**config.mk**
```make
export PLATFORM = sky130hd
export DESIGN_NAME = id_ex_operand_ctrl
export DESIGN_NICKNAME = d
export VERILOG_FILES = /design/src/rtl/pipe_ctrl_pkg.sv /design/src/rtl/id_ex_operand_ctrl_decode.sv /design/src/rtl/id_ex_operand_ctrl.sv
export SDC_FILE = /design/constraint.sdc
export NUM_CORES = 1
export LEC_CHECK = 0
export ABC_AREA = 1
export CORE_UTILIZATION = 30
export CTS_BUF_LIST = sky130_fd_sc_hd__clkbuf_2
export DETAILED_ROUTE_END_ITERATION = 10
export RECOVER_POWER = 25
export SETUP_SLACK_MARGIN = 0.2
export SYNTH_ARGS = -nofsm -noshare
export SYNTH_HDL_FRONTEND = slang
export SYNTH_SLANG_ARGS = --single-unit
```
**constraint.sdc**
```tcl
create_clock -name clk -period 1.58 [get_ports clk]
set_clock_uncertainty 0.15 [all_clocks]
set_input_delay 0.316 -clock clk [delete_from_list [all_inputs] [get_ports clk]]
set_output_delay 0.316 -clock clk [all_outputs]
set_load 0.01 [all_outputs]
```
**src/rtl/pipe_ctrl_pkg.sv**
```systemverilog
// pipe_ctrl_pkg: opcode, forwarding-select and EX control types shared by the ID/EX operand controller
package pipe_ctrl_pkg;
  localparam logic [6:0] OP_OP     = 7'b0110011;
  localparam logic [6:0] OP_OP32   = 7'b0111011;
  localparam logic [6:0] OP_IMM    = 7'b0010011;
  localparam logic [6:0] OP_IMM32  = 7'b0011011;
  localparam logic [6:0] OP_LOAD   = 7'b0000011;
  localparam logic [6:0] OP_STORE  = 7'b0100011;
  localparam logic [6:0] OP_BRANCH = 7'b1100011;
  localparam logic [6:0] OP_JALR   = 7'b1100111;
  localparam logic [6:0] OP_JAL    = 7'b1101111;
  localparam logic [6:0] OP_LUI    = 7'b0110111;
  localparam logic [6:0] OP_AUIPC  = 7'b0010111;
  localparam logic [1:0] FWD_RF  = 2'b00;
  localparam logic [1:0] FWD_WB  = 2'b01;
  localparam logic [1:0] FWD_MEM = 2'b10;
  typedef struct packed {
    logic alusrc;
    logic memread;
    logic memwrite;
    logic regwrite;
  } ex_ctrl_t;
endpackage

```
**src/rtl/id_ex_operand_ctrl_decode.sv**
```systemverilog
// opcode_decode: maps an RV64 opcode to EX control bits and which source registers it reads
module opcode_decode
  import pipe_ctrl_pkg::*;
(
  input  logic [6:0] opcode,
  output ex_ctrl_t   ctrl,
  output logic       use_rs1,
  output logic       use_rs2
);
  // unknown opcodes fall through to all-zero, i.e. a NOP
  always_comb begin
    ctrl = '0;
    use_rs1 = 1'b0;
    use_rs2 = 1'b0;
    case (opcode)
      OP_OP, OP_OP32: begin
        ctrl.regwrite = 1'b1;
        use_rs1 = 1'b1;
        use_rs2 = 1'b1;
      end
      OP_IMM, OP_IMM32, OP_JALR: begin
        ctrl.alusrc = 1'b1;
        ctrl.regwrite = 1'b1;
        use_rs1 = 1'b1;
      end
      OP_LOAD: begin
        ctrl.alusrc = 1'b1;
        ctrl.memread = 1'b1;
        ctrl.regwrite = 1'b1;
        use_rs1 = 1'b1;
      end
      OP_STORE: begin
        ctrl.alusrc = 1'b1;
        ctrl.memwrite = 1'b1;
        use_rs1 = 1'b1;
        use_rs2 = 1'b1;
      end
      OP_BRANCH: begin
        use_rs1 = 1'b1;
        use_rs2 = 1'b1;
      end
      OP_JAL, OP_LUI, OP_AUIPC: begin
        ctrl.alusrc = 1'b1;
        ctrl.regwrite = 1'b1;
      end
      default: ;
    endcase
  end
endmodule

```
**src/rtl/id_ex_operand_ctrl.sv**
```systemverilog
// id_ex_operand_ctrl: ID/EX control register, hazard stall and EX forwarding selects (OPERAND_FWD_EN enables forwarding + load-use-only stalls)
module id_ex_operand_ctrl
  import pipe_ctrl_pkg::*;
#(
  parameter int XLEN   = 64,
  parameter int REG_AW = 5
) (
  input  logic              clk,
  input  logic              rst_n,
  input  logic              id_valid,
  input  logic [6:0]        id_opcode,
  input  logic [REG_AW-1:0] id_rs1,
  input  logic [REG_AW-1:0] id_rs2,
  input  logic [REG_AW-1:0] id_rd,
  input  logic              flush,
  input  logic              mem_regwrite,
  input  logic [REG_AW-1:0] mem_rd,
  input  logic              wb_regwrite,
  input  logic [REG_AW-1:0] wb_rd,
  output logic              stall,
  output logic              ex_valid,
  output logic              ex_alusrc,
  output logic              ex_memread,
  output logic              ex_memwrite,
  output logic              ex_regwrite,
  output logic [REG_AW-1:0] ex_rs1,
  output logic [REG_AW-1:0] ex_rs2,
  output logic [REG_AW-1:0] ex_rd,
  output logic [1:0]        ex_fwd_a,
  output logic [1:0]        ex_fwd_b
);
  if (XLEN < 32) begin : g_xlen_too_small
  end
  ex_ctrl_t dec_ctrl, id_ctrl, ex_ctrl;
  logic use_rs1, use_rs2, hit_ex, hazard, load;
  opcode_decode u_dec (
    .opcode (id_opcode),
    .ctrl   (dec_ctrl),
    .use_rs1(use_rs1),
    .use_rs2(use_rs2)
  );
  // writes to x0 are architecturally discarded, so they never count as a producer
  always_comb begin
    id_ctrl = dec_ctrl;
    id_ctrl.regwrite = dec_ctrl.regwrite & (id_rd != '0);
  end
  assign hit_ex = id_valid & ((use_rs1 & (id_rs1 == ex_rd)) | (use_rs2 & (id_rs2 == ex_rd)));
`ifdef OPERAND_FWD_EN
  function automatic logic [1:0] fwd_sel(input logic [REG_AW-1:0] rs, input logic mw,
                                         input logic [REG_AW-1:0] md, input logic ww,
                                         input logic [REG_AW-1:0] wd);
    return (mw && md != '0 && md == rs) ? FWD_MEM : (ww && wd != '0 && wd == rs) ? FWD_WB : FWD_RF;
  endfunction
  assign hazard = hit_ex & ex_valid & ex_ctrl.memread & (ex_rd != '0);
  assign ex_fwd_a = fwd_sel(ex_rs1, mem_regwrite, mem_rd, wb_regwrite, wb_rd);
  assign ex_fwd_b = fwd_sel(ex_rs2, mem_regwrite, mem_rd, wb_regwrite, wb_rd);
`else
  logic hit_mem, unused_wb;
  assign hit_mem = id_valid & ((use_rs1 & (id_rs1 == mem_rd)) | (use_rs2 & (id_rs2 == mem_rd)));
  assign hazard = (hit_ex & ex_valid & ex_ctrl.regwrite & (ex_rd != '0)) |
                  (hit_mem & mem_regwrite & (mem_rd != '0));
  assign ex_fwd_a = FWD_RF;
  assign ex_fwd_b = FWD_RF;
  assign unused_wb = ^{wb_regwrite, wb_rd};
`endif
  assign stall = hazard & ~flush;
  assign load = id_valid & ~flush & ~stall;
  // flush and stall both leave a bubble; only a live, unstalled instruction enters EX
  always_ff @(posedge clk or negedge rst_n) begin
    if (!rst_n) begin
      ex_valid <= 1'b0;
      ex_ctrl <= '0;
      ex_rs1 <= '0;
      ex_rs2 <= '0;
      ex_rd <= '0;
    end else begin
      ex_valid <= load;
      ex_ctrl <= load ? id_ctrl : '0;
      ex_rs1 <= load ? id_rs1 : '0;
      ex_rs2 <= load ? id_rs2 : '0;
      ex_rd <= load ? id_rd : '0;
    end
  end
  assign ex_alusrc = ex_ctrl.alusrc;
  assign ex_memread = ex_ctrl.memread;
  assign ex_memwrite = ex_ctrl.memwrite;
  assign ex_regwrite = ex_ctrl.regwrite;
endmodule

```
# Yosys cells after proc, flatten, opt, wreduce, memory -nomap -nowiden
# Index checks and enable logic that the tools add are counted.
dict set report op_classes {
  n_eq_ne 15
  bitwise_logic 20
  muxes 10
  n_reduce_logical 7
}
# operator n
set op_table {}
lappend op_table {{== test 7 x 6 -> 1 bit (second input constant)} 4}
lappend op_table {{== test 7 x 5 -> 1 bit (second input constant)} 3}
lappend op_table {{== test 7 bit (second input constant)} 3}
lappend op_table {{== test 5 bit} 4}
lappend op_table {{OR reduction 8 bit} 2}
lappend op_table {{bitwise AND 1 bit} 15}
lappend op_table {{two-way mux 5 bit} 3}
lappend op_table {{nonzero test 5 bit} 3}
lappend op_table {{OR reduction 9 bit} 1}
lappend op_table {{== test 7 x 2 -> 1 bit (second input constant)} 1}
lappend op_table {{two-way mux 1 bit} 6}
lappend op_table {{two-way mux 4 bit} 1}
lappend op_table {{OR reduction 4 bit} 1}
lappend op_table {{bitwise OR 1 bit} 3}
lappend op_table {{NOT 1 bit} 2}
dict set report totals {
  output_inout_bits 25
  regBits 20
  input_bits 38
  elab_cells 60
}

# Logic depth before layout (Yosys ltp)
dict set report depth {
  depth_word 14
  ltp_mapped 11
  mapped_depth_nobuf 10
}

# Cells and area by module
# A second synthesis with hierarchy kept.
dict set report unflattened {
  hier_cells 220
  area_unflattened_um2 1371.3
}
# module area_per_inst_um2 n_inst cells_per_inst
set by_module_without_submodules {}
lappend by_module_without_submodules {id_ex_operand_ctrl 1149.9 1 165}
lappend by_module_without_submodules {opcode_decode 221.5 1 55}

# Worst setup path before layout
# No wires, ideal clock.
dict set report synth_path {
  kind {register -> output}
  start {register ex_rd[0]}
  end {output stall}
  slack_ps -15
  t_arrival_ps 1129
  stages_incl_launch_ff 7
  cell_sequence {dfrtp_1 > xor2_1 > nor2_1 > nand3_1 > nand2_1 > nand2_2 > a21oi_1}
}
dict set report synth_via {
  elab_chain_cells 9
  word_cells_on_any_way 12
  classes_between {2 x eq/ne; 9 x bitwise; 1 x reduce/logical}
}
# element line
set synth_lines {}
lappend synth_lines {{start: declaration} id_ex_operand_ctrl.sv:28} ;# output logic [REG_AW-1:0] ex_rd,
lappend synth_lines {{start signal: assignment} id_ex_operand_ctrl.sv:81} ;# ex_rd <= load ? id_rd : '0;
lappend synth_lines {{== test 5 bit} id_ex_operand_ctrl.sv:47} ;# assign hit_ex = id_valid & ((use_rs1 & (id_rs1 == ex_rd)) | (use_rs2 & (id_rs2 == ex_rd)));
lappend synth_lines {{bitwise AND 1 bit} id_ex_operand_ctrl.sv:47}
lappend synth_lines {{bitwise OR 1 bit} id_ex_operand_ctrl.sv:47}
lappend synth_lines {{bitwise AND 1 bit} id_ex_operand_ctrl.sv:47}
lappend synth_lines {{bitwise AND 1 bit (2 in series)} id_ex_operand_ctrl.sv:60} ;# assign hazard = (hit_ex & ex_valid & ex_ctrl.regwrite & (ex_rd != '0)) |
lappend synth_lines {{bitwise AND 1 bit (*)} id_ex_operand_ctrl.sv:60}
lappend synth_lines {{bitwise OR 1 bit (*)} id_ex_operand_ctrl.sv:60}
lappend synth_lines {{bitwise AND 1 bit (*)} id_ex_operand_ctrl.sv:66} ;# assign stall = hazard & ~flush;
lappend synth_lines {{end: declaration} id_ex_operand_ctrl.sv:20} ;# output logic stall,
# Every way passes the cells marked *; elsewhere a longest branch is shown, timed or not.

# Worst setup path in the final report
dict set report layout_path {
  start {input id_rs1[1]}
  end {output stall}
}
dict set report layout_via {
  elab_chain_cells 9
  word_cells_on_any_way 15
  classes_between {2 x eq/ne; 13 x bitwise}
}
# element line
set layout_lines {}
lappend layout_lines {{start: declaration} id_ex_operand_ctrl.sv:12} ;# input logic [REG_AW-1:0] id_rs1,
lappend layout_lines {{== test 5 bit} id_ex_operand_ctrl.sv:47}
lappend layout_lines {{bitwise AND 1 bit} id_ex_operand_ctrl.sv:47}
lappend layout_lines {{bitwise OR 1 bit} id_ex_operand_ctrl.sv:47}
lappend layout_lines {{bitwise AND 1 bit} id_ex_operand_ctrl.sv:47}
lappend layout_lines {{bitwise AND 1 bit (3 in series)} id_ex_operand_ctrl.sv:60}
lappend layout_lines {{bitwise OR 1 bit (*)} id_ex_operand_ctrl.sv:60}
lappend layout_lines {{bitwise AND 1 bit (*)} id_ex_operand_ctrl.sv:66}
# Marked as above.

==> run_results.csv <==
group,metric,value,unit
status,status,"finished, violations left",
status,failed_checks,"setup timing",
drt,wl,3416,um
power,p_leak,1.287,nW
final_layout,most-common-layout-cells,"nand2_1 (41), inv_1 (24), buf_6 (21)",
floorplan,io-pin-count,63,
synth,synth_largest_area_cell,"dfrtp_1",
clock_network,numCtsBuffers,3,
synth,synth.distinct_cells,22,
final_layout,final_layout_size_suffix_gt1_share,40.51,%
power,p_per_area,487.9,mW/mm^2
drt,vias_per_cell,4.365,
clock_network,cts_hold_buffers,0,
synth,synth_cells,188,
setup_path,timing.rr.end,"ex_rs2[0]",
grt,antenna_found_initial,0,
synth,ys_seq_elements,20,
setup_path,end_kind,"output pin",
clock_network,clk_pin_slew,0.18,ns
grt,grt_max_degree,21,
placed_design,hpwl,2509,um
drt,wl_per_cell,10.48,um
final_layout,syn_to_final_growth,66.85,%
timing,rsz0062_at_grt,"true",
synth,synth_area,0.001363,sq mm
final_layout,seq_area,505.5,sq um
setup_path,worst-setup-path-type,"input pin to output pin",
timing,fin_ws,-0.5334,ns
floorplan,die_w,69.40,um
drt,met3_length,219,um
placed_design,port-buffer-count,52,
floorplan,fp-row-count,24,
synth,ys_top_cells_by_area,"dfrtp_1 (37%), nand2_1 (12%), nor2_2 (9.2%)",
clock_network,clock_latency,0.32,ns
floorplan,dieArea,0.004816,sq mm
synth,synth-edff-count,0,
setup_path,reg2reg_from,"ex_rd[4]",
drt,highest_layer,"met4",
timing,drv_slew,0,
setup_path,crit_fanout,3,
placed_design,place_worst_setup_slack,-1.040,ns
hold_path,hold_class,"input pin to flop",
grt,grt_pass1_vias,1385,
timing,fin_crit_sh,133.8,%
timing,setup_viol,25,
hold_path,min-delay-start,"id_rs2[0]",
timing,period_needed,2.113,ns
setup_path,rrSetupSlack,-0.39,ns
setup_path,startpoint_type,"input pin",
setup_path,reg2regPathDepth,14,
drt,drt_iter0_markers,57,
grt,grt_overflow,0,
power,max-vdd-ir-drop,0.0001893,V
drt,wl_met2,1791,um
floorplan,core,0.004354,sq mm
drt,drc,0,
hold_path,min_path_cells,3,
synth,yosysSeqAreaShare,36.73,%
drt,ant_nets,0,
drt,first_pass_iters,4,
drt,wl_met1,1344,um
clock_network,clock_path_buffers,2,
synth,avgSynthCellArea,7.248,sq um
drt,vias,1423,
clock_network,cts_root_buf,"clkbuf_2",
grt,grtUsageTotal,15.06,%
power,finalPower,1.109,mW
timing,max_freq,473.2,MHz
synth,synth_warnings,0,
final_layout,final_nets,313,
grt,grt_pass1_wl,5761,um
floorplan,start_util,31.29,%
final_layout,diodes,0,
final_layout,final_common_cell,"nand2_1",
setup_path,cp_data_arrival_time,1.65,ns
final_layout,fillers,442,
floorplan,die_y,69.40,um
hold_path,min_to,"ex_rs2[0]",
clock_network,cts_tree,"built",
placed_design,gp_routability_congestion,0.8667,
setup_path,cp.required,1.11,ns
clock_network,h-tree-depth,1,
synth,ys.flop_type,"dfrtp_1",
timing,final-hold-violation-count,0,
run,drv_cap,0,
final_layout,multi_input_area,740.7,sq um
synth,yosysTopAreaCellShare,36.73,%
clock_network,numClockSinks,20,
synth,async_flop_share,100.0,%
-- worst max path at each step --
stage / start / endpoint / slack [ns] / cells after the start
6_report: id_rs1[1] / stall / -0.53 / 11
5_1_grt: ex_rd[4] / stall / -0.64 / 10
4_1_cts: ex_rd[4] / stall / -0.50 / 10
3_5_place_dp: id_opcode[4] / stall / -1.04 / 10
3_3_place_gp: id_opcode[5] / stall / -1.01 / 10
2_1_floorplan: ex_rd[4] / stall / 0.05 / 9
-- synthesized netlist by cell type (all sizes together) (2+ instances only) --
cell type,number
nor3,5
nand2,52
xor2,12
buf,6
dfrtp,20
nand3,12
inv,35
nor2,39
a21oi,2
-- kinds of logic after synthesis --
group / synth area share, %
flip-flops: 36.73
XOR/XNOR: 8.356
AO/OA/AOI/OAI: 1.286
other: 0.2752
buffers and inverters: 13.50
AND/OR/NAND/NOR: 39.85
-- registers in the layout, indices dropped and copies added (netlist names) --
register     cells
ex_alusrc        1
ex_memread       1
ex_memwrite      1
ex_rd            5
ex_regwrite      1
ex_rs1           5
ex_rs2           5
ex_valid         1
-- power breakdown --
part	switching [mW]	internal [mW]	leakage, nW
Combinational	0.168	0.184	1.01
Clock	0.161	0.0550	0.0140
Sequential	0.0119	0.530	0.264
-- layer usage --
layer	vias up	global-route usage [%]
met5	-	0
met4	0	6.122
met3	7	3.343
met2	48	27.62
met1	641	16.64
li1	727	-
-- what timing repair did --
item,4_1_cts,5_1_grt
gates cloned,2,0
endpoints found under the setup margin,41,35
gates resized for setup,129,11
pin swaps,8,3
setup buffers,6,3
-- critical path, stage by stage --
cell and delay, ns:
clkdlybuf4s50_1 0.47, inv_2 0.10, nand2_1 0.06, nand2_1 0.07, nand2_2 0.05, nor2_1 0.09, nand3_1 0.09, nand2_2 0.08
nand2_2 0.07, a21oi_2 0.11, buf_2 0.13
-- area by class of cell --
| type | count | area share [%] |
|---|---|---|
| timing repair buffer | 85 | 35.61 |
| multi-input combinational | 130 | 32.58 |
| sequential | 20 | 22.23 |
| inverter | 35 | 5.889 |
| tap | 52 | 2.862 |
| clock buffer | 3 | 0.6604 |
| clock inverter | 1 | 0.1651 |
-- metrics by stage --
step                util [%]  cell area (sq um)  hold WS [ns]  setup TNS [ns]  cells
floorplan                  -               1383       -0.1296               0    191
global placement       48.36               2106        0.5270          -13.12    311
detailed placement     48.36               2106        0.5254          -13.86    311
CTS                    51.09               2225        0.1394          -5.728    323
global route           52.21               2273        0.2550          -10.84    326
finish                 52.21               2273        0.2773          -8.253    326
Power figures use the tool's default switching activity.
